**src/rtl/idt_row_writer.sv**
```systemverilog
// Producer side of the instruction dependency table: allocates slots, builds dependency rows,
// and clears completed columns with a skip-ahead sweep. Optional WAW ordering: IDT_WAW_DEP_EN.

module idt_dep_match #(
    parameter int rw  = 5,
    parameter bit waw = 1'b0
) (
    input  logic          busy,
    input  logic [rw-1:0] rd,
    input  logic [rw-1:0] in_rd,
    input  logic [rw-1:0] in_rs1,
    input  logic [rw-1:0] in_rs2,
    output logic          dep
);
    logic raw_hit, waw_hit;

    // Register 0 is hardwired, so it never orders anything.
    assign raw_hit = (in_rs1 != '0 && rd == in_rs1) || (in_rs2 != '0 && rd == in_rs2);
    assign waw_hit = waw && in_rd != '0 && rd == in_rd;
    assign dep     = busy && (raw_hit || waw_hit);
endmodule

module idt_row_writer #(
    parameter int bs = 16,
    parameter int rw = 5,
    localparam int bs_bits = $clog2(bs)
) (
    input  logic               clk,
    input  logic               rst,
    input  logic               in_valid,
    output logic               in_ready,
    input  logic [rw-1:0]      in_rd,
    input  logic [rw-1:0]      in_rs1,
    input  logic [rw-1:0]      in_rs2,
    input  logic               iss_valid,
    input  logic [bs_bits-1:0] iss_index,
    output logic               iss_ready,
    input  logic               done_valid,
    input  logic [bs_bits-1:0] done_index,
    output logic               done_ready,
    output logic               wr_en,
    output logic [bs_bits-1:0] wr_index,
    output logic [bs-1:0]      wr_row,
    output logic               full,
    output logic [bs_bits-1:0] alloc_index
);
`ifdef IDT_WAW_DEP_EN
    localparam bit waw_en = 1'b1;
`else
    localparam bit waw_en = 1'b0;
`endif

    typedef enum logic {IDLE, SWEEP} state_t;

    state_t                   state, state_nxt;
    logic [bs-1:0]            busy, busy_nxt, issued;
    logic [bs-1:0][rw-1:0]    rd_q;
    logic [bs-1:0][bs-1:0]    shadow;
    logic [bs_bits-1:0]       col_q;
    logic [bs_bits:0]         ptr_q;

    logic [bs-1:0]            dep_row;
    logic [bs_bits-1:0]       free_idx;
    logic                     sweep_hit;
    logic [bs_bits-1:0]       sweep_idx;
    logic [bs-1:0]            sweep_row;
    logic                     done_fire, iss_fire, alloc_fire;

    assign done_fire  = done_valid && done_ready;
    assign iss_fire   = iss_valid && iss_ready;
    assign alloc_fire = in_valid && in_ready;

    for (genvar j = 0; j < bs; j++) begin : g_dep
        idt_dep_match #(.rw(rw), .waw(waw_en)) u_dep (
            .busy   (busy[j]),
            .rd     (rd_q[j]),
            .in_rd  (in_rd),
            .in_rs1 (in_rs1),
            .in_rs2 (in_rs2),
            .dep    (dep_row[j])
        );
    end

    always_comb begin
        free_idx = '0;
        for (int r = bs - 1; r >= 0; r--)
            if (!busy[r]) free_idx = bs_bits'(r);
    end

    // Skip-ahead: lowest row at or past the pointer that still waits on the completed column.
    always_comb begin
        sweep_hit = 1'b0;
        sweep_idx = '0;
        for (int r = bs - 1; r >= 0; r--)
            if (busy[r] && !issued[r] && shadow[r][col_q] && (bs_bits + 1)'(r) >= ptr_q) begin
                sweep_hit = 1'b1;
                sweep_idx = bs_bits'(r);
            end
    end

    always_comb begin
        sweep_row        = shadow[sweep_idx];
        sweep_row[col_q] = 1'b0;
    end

    always_comb begin
        busy_nxt = busy;
        if (state == IDLE) begin
            if (done_fire)       busy_nxt[done_index] = 1'b0;
            else if (alloc_fire) busy_nxt[free_idx]   = 1'b1;
        end
    end

    always_ff @(posedge clk) begin
        if (rst) state <= IDLE;
        else     state <= state_nxt;
    end

    always_comb begin
        state_nxt = state;
        case (state)
            IDLE:    if (done_fire && busy[done_index]) state_nxt = SWEEP;
            SWEEP:   if (!sweep_hit) state_nxt = IDLE;
            default: state_nxt = IDLE;
        endcase
    end

    always_comb begin
        done_ready = (state == IDLE);
        iss_ready  = (state == IDLE) && !done_valid;
        in_ready   = (state == IDLE) && !done_valid && !iss_valid && !full;
    end

    always_ff @(posedge clk) begin
        if (rst) begin
            busy        <= '0;
            issued      <= '0;
            rd_q        <= '0;
            shadow      <= '1;
            wr_en       <= 1'b0;
            wr_index    <= '0;
            wr_row      <= '1;
            alloc_index <= '0;
            full        <= 1'b0;
            col_q       <= '0;
            ptr_q       <= '0;
        end else begin
            busy  <= busy_nxt;
            full  <= &busy_nxt;
            wr_en <= 1'b0;
            if (state == IDLE) begin
                if (done_fire) begin
                    if (busy[done_index]) begin
                        issued[done_index] <= 1'b0;
                        shadow[done_index] <= '1;
                        wr_en              <= 1'b1;
                        wr_index           <= done_index;
                        wr_row             <= '1;
                        col_q              <= done_index;
                        ptr_q              <= '0;
                    end
                end else if (iss_fire) begin
                    // All-ones keeps the IDT from ever reporting an issued slot ready again.
                    if (busy[iss_index]) begin
                        issued[iss_index] <= 1'b1;
                        shadow[iss_index] <= '1;
                        wr_en             <= 1'b1;
                        wr_index          <= iss_index;
                        wr_row            <= '1;
                    end
                end else if (alloc_fire) begin
                    rd_q[free_idx]   <= in_rd;
                    shadow[free_idx] <= dep_row;
                    wr_en            <= 1'b1;
                    wr_index         <= free_idx;
                    wr_row           <= dep_row;
                    alloc_index      <= free_idx;
                end
            end else if (sweep_hit) begin
                shadow[sweep_idx] <= sweep_row;
                wr_en             <= 1'b1;
                wr_index          <= sweep_idx;
                wr_row            <= sweep_row;
                ptr_q             <= {1'b0, sweep_idx} + (bs_bits + 1)'(1);
            end
        end
    end
endmodule

```
**config.mk**
```make
export PLATFORM = sky130hd
export DESIGN_NAME = idt_row_writer
export DESIGN_NICKNAME = d
export VERILOG_FILES = /design/src/rtl/idt_row_writer.sv
export SDC_FILE = /design/constraint.sdc
export NUM_CORES = 2
export LEC_CHECK = 0
export ABC_AREA = 1
export CAP_MARGIN = 20
export CELL_PAD_IN_SITES_DETAIL_PLACEMENT = 1
export CELL_PAD_IN_SITES_GLOBAL_PLACEMENT = 1
export CORE_MARGIN = 3
export CORE_UTILIZATION = 35
export DETAILED_ROUTE_END_ITERATION = 16
export MAX_ROUTING_LAYER = met4
export PLACE_DENSITY_LB_ADDON = 0.2
export SLEW_MARGIN = 20
export SYNTH_ARGS = -nofsm -noshare
export SYNTH_HDL_FRONTEND = slang
export SYNTH_HIERARCHICAL = 1
export SYNTH_SLANG_ARGS = --single-unit
```
**constraint.sdc**
```tcl
create_clock -name clk -period 4 [get_ports clk]
set_input_delay 0.8 -clock clk [delete_from_list [all_inputs] [get_ports clk]]
set_output_delay 0.8 -clock clk [all_outputs]
set_load 0.01 [all_outputs]
```
# Yosys cells after proc, flatten, opt, wreduce, memory -nomap -nowiden

Cells that the tools add are included.
Widths: inputs -> output; s select.

Muxes and demuxes: 148
Magnitude comparators: 26
Shift-type cells: 0
Reductions and logical operators: 156
Div/mod/pow operators: 0
Bitwise operators: 12
Equal/unequal tests: 36
$mul: 0
Add/subtract/negate cells: 1

Operators by type and width:

| operator           | count |
|---|---|
| $mux 256           | 7 |
| $bwmux 256         | 2 |
| $or 256x256->256   | 2 |
| $mux 16            | 19 |
| $demux 16 s4       | 4 |
| $eq 5x5->1         | 32 |
| $mux 4             | 39 |
| $logic_and 1x1->1  | 108 |
| $bwmux 80          | 1 |
| $bmux 1 s4         | 18 |
| $bmux 16 s4        | 1 |
| $and 16x16->16     | 3 |
| $mux 1             | 46 |
| $ge 4x5->1 const A | 8 |
| $not 16->16        | 2 |
| $or 16x16->16      | 2 |
| $lt 4x5->1 const B | 5 |
| $mux 5             | 5 |
| $demux 5 s4        | 1 |
| $ge 3x5->1 const A | 4 |
| $ge 4x1->1 const B | 5 |
| $logic_not 1->1    | 19 |
| $demux 1 s4        | 4 |
| $logic_or 1x1->1   | 16 |
| 14 further kinds   | 26 |

Bits in writable memories: 0
Memory bits (read-only): 0
Bits in registers: 404
Memories kept: 0
Output and inout bits: 29
Latch bits: 0
Input bits: 28
Logic and storage cells: 421

# Longest topological paths before layout

Depth after elaboration: 27
Gate-level depth with buffers: 40
Gate-level depth less buffers: 35

# Hierarchy

The synthesis kept the hierarchy.

Modules (own cells, without submodules):

| module         | times used | sequential area each (µm²) | cells each | area each (µm²) |
|---|---|---|---|---|
| idt_row_writer | 1          | 8087.8                     | 5171       | 30601.8 |
| idt_dep_match  | 16         | 0.0                        | 58         | 221.5 |

# Worst setup path after synthesis

OpenSTA, ideal clock, no wires.

Path type: register -> register
Start point: reg col_q[1]
End point: reg shadow[53] (netlist name)
Slack: 0.455 ns
Arrival: 3.430 ns
Cell stages (with the launch flop): 34
Setup time: 0.115 ns
Period minus slack after synthesis: 3.545 ns
Path buffers: 5
Required time: 3.885 ns
Cell sequence: dfxtp_1 > buf_6 > nor2_4 > buf_6 > a21oi_1 > nand2_1 > nand2_1 > nand2_1 > o21ai_1 > nand2_1 > nand2_1 > nand2_1 > nand2_1 > nand2_1 > nand2_1 > nand2_1 > nand2_1 > nand2_1 > nand2_1 > nand2_1 > nand2_1 > nand2_1 > nand2_2 > buf_6 > buf_2 > inv_1 > ha_1 > inv_1 > nor2_2 > o221ai_2 > inv_1 > buf_2 > nand2_1 > nand2_1

Word-level cells in the longest chain between the ends: 27
Elaborated cells on any way between the ends: 115
Classes of those cells: 4 x order compare; 1 x eq/ne; 73 x mux; 2 x bitwise; 35 x reduce/logical

Ends and longest elaborated chain:

| item                                                                  | RTL line | source |
|---|---|---|
| start, declared                                                       | 59       | `logic [bs_bits-1:0] col_q;` |
| start signal, assigned                                                | 159      | `col_q <= done_index;` |
| $bmux 1 s4                                                            | 95       | `if (busy[r] && !issued[r] && shadow[r][col_q] && (bs_bits + 1)'(r) >= ptr_q) begin` |
| $mux 1 (not written as such)                                          | 95       |  |
| $logic_and 1x1->1 (2 in series)                                       | 95       |  |
| $mux 4 (16 in series)                                                 | 95       |  |
| $lt 4x5->1 (not written as such) / $ge 4x1->1 (equally long branches) | 180      | `shadow[sweep_idx] <= sweep_row;` |
| $logic_and 1x1->1 (not written as such)                               | 180      |  |
| $mux 16 (not written as such)                                         | 180      |  |
| $demux 16 s4                                                          | 180      |  |
| $bwmux 256                                                            | 180      |  |
| $mux 256                                                              | 179      | `end else if (sweep_hit) begin` |
| $mux 256                                                              | 151      | `if (state == IDLE) begin` |
| end signal, assigned by index                                         | 173      | `shadow[free_idx] <= dep_row;` |
| end signal, assigned by index                                         | 180      |  |
| end, declared                                                         | 58       | `logic [bs-1:0][bs-1:0] shadow;` |

Parallel ways exist; a longest one is shown, timed or not. The select of a mux whose other input is x is not followed.
A chain may end at the register's enable or synchronous reset.

# Final worst setup path

Start point: reg col_q[0]
End point: reg shadow[107] (netlist name)

The elaborated chain is that of the path after synthesis.

==> flow_metrics.tcl <==
set metrics [dict create \
    path_class "flip-flop to flip-flop" \
    grt_pass1_wl_mm 356 \
    fin_ws_ps -379 \
    grt_pass1_vias 48200 \
    grt_max_degree 112 \
    path_common_cell "nand2_1" \
    failed_checks "setup timing" \
    ys_warn_count 6 \
    cts.sinks 404 \
    setup_viol 274 \
    ys_dominant_reg_cell "dfxtp_1" \
    powerDensity_nw_per_um2 269 \
    start_util_pct 35.6 \
    portBuffers 56 \
    layout_commonest_cell "nand2_1" \
    rows 113 \
    htree_num_levels 2 \
    drive_above_1_share_pct 20.4 \
    fp.dieW_um 318 \
    multiInputGateArea_um2 23100 \
    startpoint_type "flip-flop" \
    async_reset_ff_share_pct 0 \
    yosysSeqAreaShare_pct 23.7 \
    dp_hpwl_mm 178 \
    numCtsBuffers 55 \
    dp_cells 7733 \
    regArea_um2 8100 \
    timing.slew.headroom_pct 11.5 \
    max_stage_delay_ps 380 \
    netlist_area_um2 34100 \
    finalCriticalPeriod_ps 4380 \
    wl_mm 256 \
    fin_nets 6667 \
    cts.clk_slew.worst_paths_ps 60 \
    grt.overflow.total 0 \
    instances_no_fill 7969 \
    grtUsageTotal_pct 49.3 \
    postPlaceCellArea_um2 41100 \
    cts_tree "done" \
    via_per_inst 6.35 \
    pre_cts_ws_ps -691 \
    cts_root_buf "clkbuf_16" \
    fillers 12900 \
    cts.path.max_buffers 3 \
    vias 50600 \
    max_freq_mhz 228 \
    timing.hold.ws_ps 462 \
    cp.required_ps 4640 \
    finalWeightedCongestion 1.07 \
    ctsHoldBuffers 0 \
    drv_slew 0 \
    core_um2 95900 \
    synth_cell_types 49 \
    synth_fp_nets 6131 \
    drc_errors 0 \
    status "finished, violations left" \
    cp_data_arrival_time_ps 5020 \
    worst_path_max_delay_cell "dfxtp_4" \
    io_pins 57 \
    endpoint_kind "flip-flop" \
    areaGrowthSynthToFinish_pct 36.9 \
    ys_ff_latch 404 \
    rsz0062_at_grt "true" \
    irDropWorstVdd_mv 0.363 \
    die_h_um 318 \
    worstMarginPinSlew_ps 1320 \
    p_leak_nw 21.4 \
    cp_max_fo 11 \
    die_area_um2 101000 \
    worst_clock_skew_ps 37.4 \
    clkLatencyLatePin_ps 710 \
    hold_path.class "flip-flop to flip-flop" \
    ant_nets 0 \
    fin_area_um2 46700 \
    netlist_instances 6099 \
    wl_per_cell_um 32.2 \
    dr.pass1.iters 7 \
    synth_edf_count 0 \
    syn_area_per_cell_um2 5.60 \
    drt_iter0_drc 6923 \
    cap_violations 0 \
    grt_antenna_before_repair 18 \
    final_cell_mix "1755 x nand2_1, 666 x inv_1, 586 x buf_4" \
    finalCritPeriodShare_pct 109 \
    hold_viol_final 0 \
]
## metal layers
metal  vias to the layer above  GRT usage, %  routed length [um]
li1                      21400             -                   -
met1                     24700          62.5              101000
met2                      3465          65.8              100000
met3                      1037          14.9               33200
met4                         0          34.6               22100
met5                         -             -                   0
## cells by family after synthesis
logic type	after synthesis	synth area share, %
compound gates	1384	22.9
buf+inv	1143	13.7
simple gates	3164	39.5
flops	404	23.7
fa+ha+maj	4	0.147
## Yosys cell counts, drive strengths merged (4+ instances only)
| cell | count | share of area, % |
|---|---|---|
| a211oi | 24 | 0.53 |
| a221oi | 9 | 0.23 |
| nand4 | 256 | 4.7 |
| nor2 | 435 | 5.2 |
| o221ai | 6 | 0.23 |
| o2111ai | 4 | 0.10 |
| nand3 | 408 | 6.1 |
| nor4 | 6 | 0.11 |
| o21ai | 477 | 7.0 |
| inv | 731 | 8.0 |
| clkinv | 16 | 0.18 |
| ha | 4 | 0.15 |
| a2111oi | 4 | 0.10 |
| clkbuf | 261 | 2.9 |
| buf | 135 | 2.7 |
| nor3 | 108 | 1.6 |
| o211ai | 52 | 1.1 |
| nand2 | 1944 | 22 |
| dfxtp | 404 | 24 |
| o311ai | 71 | 1.8 |
| a21oi | 540 | 8.1 |
| a22oi | 9 | 0.20 |
| o22ai | 162 | 3.0 |
| a31oi | 21 | 0.38 |
## worst max-delay path, delay by kind of cell, from the launching register on
family | cells | cell delay, ps
flops | 1 | 380
compound gates | 2 | 370
simple gates | 23 | 2280
buf+inv | 9 | 1260
## power by group
part	switching, mW	leakage, nW	total (mW)	internal, mW
clock	2.30	0.927	5.42	3.12
combinational	1.83	17.2	2.82	0.986
sequential	0.150	3.30	4.33	4.18
total	4.28	21.4	12.6	8.29
## worst paths after layout
check / start / end / slack (ps) / cells after the start
setup / recovery: col_q[0]$_SDFFE_PP0P_ / shadow[107]$_SDFFE_PP1P_ / -380 / 34
hold / removal: wr_index[2]$_SDFFE_PP0P_ / wr_index[2]$_SDFFE_PP0P_ / 460 / 2
setup reg to reg: col_q[0]$_SDFFE_PP0P_ / shadow[107]$_SDFFE_PP1P_ / -380 / 34
hold reg to reg: wr_index[2]$_SDFFE_PP0P_ / wr_index[2]$_SDFFE_PP0P_ / 460 / 2
## sequential cells by signal (all words and copies together) (netlist names)
register	cells
state	1
ptr_q	5
rd_q	80
alloc_index	4
wr_en	1
issued	16
col_q	4
shadow	256
wr_index	4
busy	16
full	1
wr_row	16
## layout make-up
type | count | share of cell area, %
tap | 1265 | 3.39
inverter | 747 | 6.16
clock inverter | 15 | 0.466
antenna | 25 | 0.134
multi-input combinational | 4552 | 49.4
sequential | 404 | 17.3
clock buffer | 86 | 3.58
timing repair buffer | 875 | 19.6
## metrics by stage
stage	util, %	total power [mW]	TNS [ps]
after floorplan	-	5.69	0
after global placement	42.9	6.82	-128810
after detailed placement	42.9	6.87	-129750
after CTS	47.5	12.4	-4910
after global routing	48.7	12.9	-66250
final	48.8	12.6	-45110
## timing repair
item / 4_1_cts / 5_1_grt
setup endpoints to repair: 276 / 275
pin swaps: 126 / 140
gates cloned: 15 / 5
setup buffers: 56 / 38
gates resized for setup: 461 / 205
Power figures use the tool's default switching activity.
